**config.mk**
```make
export PLATFORM = sky130hd
export DESIGN_NAME = mac_operand_sequencer
export DESIGN_NICKNAME = d
export VERILOG_FILES = /design/src/rtl/mac_operand_sequencer.sv
export SDC_FILE = /design/constraint.sdc
export NUM_CORES = 1
export LEC_CHECK = 0
export ABC_CLOCK_PERIOD_IN_PS = 3700
export CORE_MARGIN = 5
export CORE_UTILIZATION = 30
export DETAILED_ROUTE_END_ITERATION = 16
export DONT_BUFFER_PORTS = 1
export PLACE_DENSITY = 0.54
export SYNTH_ARGS = -nofsm -noshare
export SYNTH_HDL_FRONTEND = slang
export SYNTH_SLANG_ARGS = --single-unit
```
**constraint.sdc**
```tcl
create_clock -name clk -period 3.7 [get_ports clk]
set_input_delay 0.37 -clock clk [delete_from_list [all_inputs] [get_ports clk]]
set_output_delay 0.37 -clock clk [all_outputs]
set_load 0.005 [all_outputs]
```
**src/rtl/mac_operand_sequencer.sv**
```systemverilog
// mac_operand_sequencer
//   Buffers up to DEPTH operand pairs, then streams them into an external
//   8x8->16 accumulating MAC. After the last pair it sends two flush beats
//   and captures the MAC dot product on a single capture beat.
//
// Ports
//   clk, reset              clock, synchronous active-high reset
//   load_valid/load_ready   operand pair handshake (load_a, load_b)
//   start                   launch a run over every buffered pair
//   busy, done              run in progress / one-cycle result strobe
//   result, result_err      captured sum; err set if MAC valid was low
//   mac_enable, mac_a/b     registered drive to the MAC
//   mac_valid, mac_c        MAC outputs, sampled on the capture beat
//
// States
//   IDLE    | accepting loads, MAC inputs held at zero
//   RUN     | one buffered pair per cycle into the MAC
//   FLUSH   | two enabled zero beats so the last product reaches mac_c
//   CAPTURE | MAC disabled; sample mac_c / mac_valid into result
module mac_operand_sequencer #(
    parameter int DEPTH = 8,
    parameter int CNT_W = 5
) (
    input  logic             clk,
    input  logic             reset,
    input  logic             load_valid,
    output logic             load_ready,
    input  logic [7:0]       load_a,
    input  logic [7:0]       load_b,
    input  logic             start,
    output logic             busy,
    output logic             done,
    output logic [15:0]      result,
    output logic             result_err,
    output logic             mac_enable,
    output logic [7:0]       mac_a,
    output logic [7:0]       mac_b,
    input  logic             mac_valid,
    input  logic [15:0]      mac_c
);

    localparam int AW = (DEPTH > 1) ? $clog2(DEPTH) : 1;
    localparam logic [CNT_W-1:0] DEPTH_C = CNT_W'(DEPTH);

    typedef enum logic [1:0] {
        S_IDLE,
        S_RUN,
        S_FLUSH,
        S_CAPTURE
    } state_t;

    state_t state, state_n;

    logic [7:0]       mem_a [DEPTH];
    logic [7:0]       mem_b [DEPTH];

    logic [CNT_W-1:0] cnt, cnt_n;
    // tmr counts down the beats left in RUN or FLUSH; idx addresses the
    // pair currently on mac_a/mac_b.
    logic [CNT_W-1:0] tmr, tmr_n;
    logic [AW-1:0]    idx, idx_n;
    logic [AW-1:0]    idx_inc;

    logic             en_n;
    logic [7:0]       a_n, b_n;
    logic             busy_n, done_n, err_n;
    logic [15:0]      result_n;

    logic             load_fire;
    logic             start_ok;

    // start has priority over a load offered in the same cycle
    assign load_ready = (state == S_IDLE) && !start && (cnt < DEPTH_C);
    assign load_fire  = load_valid && load_ready;
    assign start_ok   = (state == S_IDLE) && start && (cnt != '0);
    assign idx_inc    = idx + AW'(1);

    // Buffer contents survive runs and reset; only cnt decides what is used.
    always_ff @(posedge clk) begin
        if (!reset && load_fire) begin
            mem_a[cnt[AW-1:0]] <= load_a;
            mem_b[cnt[AW-1:0]] <= load_b;
        end
    end

    always_comb begin
        state_n  = state;
        cnt_n    = cnt;
        tmr_n    = tmr;
        idx_n    = idx;
        en_n     = 1'b0;
        a_n      = 8'h00;
        b_n      = 8'h00;
        busy_n   = busy;
        done_n   = 1'b0;
        err_n    = result_err;
        result_n = result;

        unique case (state)
            S_IDLE: begin
                if (start_ok) begin
                    state_n = S_RUN;
                    cnt_n   = '0;
                    tmr_n   = cnt - CNT_W'(1);
                    idx_n   = '0;
                    en_n    = 1'b1;
                    a_n     = mem_a[0];
                    b_n     = mem_b[0];
                    busy_n  = 1'b1;
                end else if (load_fire) begin
                    cnt_n = cnt + CNT_W'(1);
                end
            end
            S_RUN: begin
                en_n = 1'b1;
                if (tmr == '0) begin
                    // zeros keep the MAC input flops from re-adding the
                    // last pair and leave them clear for the next run
                    state_n = S_FLUSH;
                    tmr_n   = CNT_W'(1);
                end else begin
                    tmr_n = tmr - CNT_W'(1);
                    idx_n = idx_inc;
                    a_n   = mem_a[idx_inc];
                    b_n   = mem_b[idx_inc];
                end
            end
            S_FLUSH: begin
                if (tmr == '0) begin
                    state_n = S_CAPTURE;
                end else begin
                    en_n  = 1'b1;
                    tmr_n = tmr - CNT_W'(1);
                end
            end
            S_CAPTURE: begin
                state_n  = S_IDLE;
                result_n = mac_c;
                err_n    = !mac_valid;
                done_n   = 1'b1;
                busy_n   = 1'b0;
            end
            default: begin
                state_n = S_IDLE;
            end
        endcase
    end

    always_ff @(posedge clk) begin
        if (reset) begin
            state      <= S_IDLE;
            cnt        <= '0;
            tmr        <= '0;
            idx        <= '0;
            mac_enable <= 1'b0;
            mac_a      <= 8'h00;
            mac_b      <= 8'h00;
            busy       <= 1'b0;
            done       <= 1'b0;
            result     <= 16'h0000;
            result_err <= 1'b0;
        end else begin
            state      <= state_n;
            cnt        <= cnt_n;
            tmr        <= tmr_n;
            idx        <= idx_n;
            mac_enable <= en_n;
            mac_a      <= a_n;
            mac_b      <= b_n;
            busy       <= busy_n;
            done       <= done_n;
            result     <= result_n;
            result_err <= err_n;
        end
    end

endmodule

```
==> summary.md <==
| Metric | Value |
|---|---|
| Number of DRC markers after the initial detailed-route iteration | 255 |
| Worst-case clock skew | 0.0132 ns |
| CTS tree | built |
| Worst-case clock buffer depth | 2 |
| Area of the core | 23300 um2 |
| Weighted congestion at the end of routability-driven global placement | 0.765 |
| FF+latch area | 4870 um2 |
| Psw | 1240 uW |
| Worst R2R Start | state[0] |
| Worst setup timing slack at the placement stage | 1.17 ns |
| Kind of end point of the critical path | flip-flop |
| Total clock buffers created by CTS | 17 |
| IO Pins | 74 |
| Sequential cell area fraction in the yosys report | 69.3% |
| Initial standard-cell utilization of the core | 30.2% |
| Avg Synthesized Cell Area | 16.3 um2 |
| Share of cells above drive strength 1 | 18.7% |
| Critical path arrival | 2.64 ns |
| Worst IR drop on VDD | 0.000291 V |
| Clock transition at the registers of the reported paths | 0.07 ns |
| Number of cells in the finished layout apart from fillers | 773 |
| Total iterations of the first detailed-routing run | 4 |
| Number of synthesis warnings | 0 |
| Class of the most critical hold timing path | in2reg |
| Area overhead of the layout relative to synthesis | 14.0% |
| Total global routing overflow | 0 |
| Start point of the worst min-delay path | reset |
| Max-cap violation count | 0 |
| Inserted Diodes | 0 |
| Number of unique standard cell types used by synthesis | 53 |
| Number of antenna violations at the first check in global routing | 0 |
| Int Pwr | 3500 uW |
| Non-Filler Cell Area, Final | 8000 um2 |
| Startpoint kind of the worst setup timing path | flip-flop |
| Leakage power figure | 0.00247 uW |
| Fin crit period | 2.55 ns |
| Hold Crit Endpoint | result_err |
| Least-Margin Pin Slew | 1.14 ns |
| Top flip-flop cell by instance count after synthesis | sky130_fd_sc_hd__edfxtp_1 |
| End of the worst register-to-register path | mem_a[5][4] |
| Wire length per cell after detailed routing | 19.2 um |
| Horizontal extent of the die | 163 um |
| Proportion of power drawn by combinational gates | 15.0% |
| Placement Rows | 56 |
| Clock network latency to the later pin of the worst-skew pair | 0.42 ns |
| Detailed-route vias per instance | 4.67 |
| Remaining routing DRC violations | 0 |
| Power per standard cell area | 593 nW/um2 |
| Worst reg-to-reg setup slack | 1.15 ns |
| Share of the clock period used by the worst path | 68.9% |
| Unrepaired setup endpoints after global routing | false |
| Worst rel slew slack | 24.0% |
| Cells on worst reg2reg path | 6 |
| Final HPWL from detailed placement | 9840 um |
| Status | finished, final reports clean |
| Wire length of the first global-routing pass | 23100 um |
| Setup TNS | 0 ns |
| Path type of the worst setup path | reg2reg |
| Worst hold path depth | 1 |
| Area of the multi-input gates | 2010 um2 |
| Syn_nets | 477 |
| Post-CTS repair timing setup buffer count | 0 |
| Number of synthesized register bits | 179 |
| Fraction of power spent switching nets | 26.2% |
| Cell Area, Synth | 7020 um2 |
| Hold Violations, Final | 0 |
| Final max-slew violation count | 0 |
| Vias after detailed routing | 3608 |
| Share of async-settable or async-resettable flops after synthesis | 0% |
| Top fanout value on the critical path | 16 |
| Number of synthesized flops with an enable pin | 128 |
| Global-route usage over all layers | 11.6% |
| Total number of nets in the final design | 487 |
| Via count of the first global-routing pass | 3914 |
| Final wirelength | 14800 um |
| Hold Slack | 0.0216 ns |
| Post-synthesis cell count | 431 |
| Maximum number of pins on one net before global-route repair | 34 |
| Die extent in y | 163 um |
| Maximum achievable frequency | 0.392 GHz |
| Post-route setup slack | 1.15 ns |
| Die area | 26500 um2 |
| CTS root buffer | sky130_fd_sc_hd__clkbuf_16 |
| Total number of H-tree levels | 4 |
| Power share of the sequential group | 48.6% |
| Finish-stage setup viols | 0 |
| Dpl cells | 739 |
| Filler cell count | 2243 |
| Clock power frac | 36.4% |
| Area after DPL | 7410 um2 |
| Antenna Nets Post-Route | 0 |
| Total of buffers placed on input and output ports | 0 |
| Count of clock tree sinks | 179 |
| Required time of the critical path | 3.79 ns |
==> flip-flops by register name, summed over array words and instances (netlist names) <==
register,flops
done,1
result,16
mem_a,64
tmr,5
mem_b,64
busy,1
result_err,1
mac_b,8
cnt,5
idx,3
state,2
mac_enable,1
mac_a,8
==> synthesized netlist by cell type, drive strengths merged (2+ instances only) <==
library cell	instances	area share [%]
a21oi	8	0.57
mux4	32	10
mux2i	32	4.6
nand4	2	0.18
a211oi	4	0.43
nor4b	2	0.34
nand2b	2	0.18
ha	9	1.6
nand2	24	1.3
xor2	2	0.25
nor3	3	0.21
inv	13	0.70
dfxtp	51	15
a31o	2	0.25
a32o	2	0.29
o311ai	3	0.37
xnor2	3	0.37
buf	8	0.78
nor2b	2	0.18
o21ai	19	1.4
or4b	2	0.39
edfxtp	128	55
nand3	6	0.43
clkbuf	15	0.80
nor2	33	1.8
==> worst max-delay path by stage <==
| stage | from | end | slack (ns) | depth (start not counted) |
|---|---|---|---|---|
| after floorplan | state[0] | mem_a[1][0] | 0.82 | 5 |
| after global placement | state[1] | mem_a[0][6] | 1.28 | 6 |
| after detailed placement | state[0] | mem_a[0][6] | 1.17 | 6 |
| after CTS | state[1] | mem_b[6][6] | 1.16 | 6 |
| after global routing | state[0] | mem_a[5][5] | 0.91 | 6 |
| final | state[0] | mem_a[5][4] | 1.15 | 6 |
==> cell type report <==
class	instances	area share, %
timing repair buffer	14	1.38
sequential	179	60.9
inverter	14	0.657
multi-input combinational	215	25.1
clock inverter	12	1.58
clock buffer	20	5.46
tap	319	4.99
==> cells in the final DEF, fill, tap and decap left out, types with 3 or more instances in the layout <==
master and n:
sky130_fd_sc_hd__a211oi_1 4, sky130_fd_sc_hd__a21oi_1 8, sky130_fd_sc_hd__buf_4 12, sky130_fd_sc_hd__clkbuf_1 3, sky130_fd_sc_hd__clkbuf_16 17, sky130_fd_sc_hd__dfxtp_1 50, sky130_fd_sc_hd__edfxtp_1 128, sky130_fd_sc_hd__ha_1 9
sky130_fd_sc_hd__inv_1 13, sky130_fd_sc_hd__inv_8 3, sky130_fd_sc_hd__mux2i_1 32, sky130_fd_sc_hd__mux4_2 32, sky130_fd_sc_hd__nand2_1 24, sky130_fd_sc_hd__nand3_1 6, sky130_fd_sc_hd__nor2_1 33, sky130_fd_sc_hd__o21ai_0 19
sky130_fd_sc_hd__o311ai_0 3, sky130_fd_sc_hd__xnor2_1 3
==> power by group through the flow <==
stage	combinational, uW	clock (uW)	sequential [uW]
after global routing	791	1840	2310
after global placement	701	0	2350
final	713	1720	2300
after detailed placement	715	0	2350
after floorplan	574	0	2320
after CTS	722	1760	2300
==> worst max-delay path, cell delays in order (launching register included) <==
cell,delay [ns]
sky130_fd_sc_hd__dfxtp_1,0.35
sky130_fd_sc_hd__inv_1,0.12
sky130_fd_sc_hd__ha_1,0.29
sky130_fd_sc_hd__nor4b_2,0.67
sky130_fd_sc_hd__nand4_1,0.31
sky130_fd_sc_hd__nor2_1,0.18
sky130_fd_sc_hd__buf_4,0.30
==> cells by family after synthesis <==
kind of cell               share of synthesized area (%)
adders and majority gates                           1.60
muxes                                               15.0
AOI/OAI and AO/OA                                   5.64
DFF                                                 69.3
buffers and inverters                               2.34
xor gates and xnor gates                           0.624
and+or+nand+nor                                     5.47
==> metrics by stage <==
stage | power [uW] | utilization [%]
final | 4740 | 34.4
after global routing | 4950 | 34.4
after detailed placement | 3060 | 31.9
after global placement | 3050 | 31.9
after CTS | 4790 | 34.3
after floorplan | 2900 | -
==> routing by layer <==
layer	vias to the layer above	GRT usage [%]	wire length, um
met2	55	20.8	8040
met3	13	3.16	611
li1	1683	-	-
met1	1857	13.2	5990
met5	-	0	0
met4	0	4.00	170
==> timing repair <==
item,4_1_cts,5_1_grt
gates resized for setup,0,0
hold buffers,1,1
endpoints found under the hold margin,15,1
Note: power is estimated with default switching activity, not from simulation.
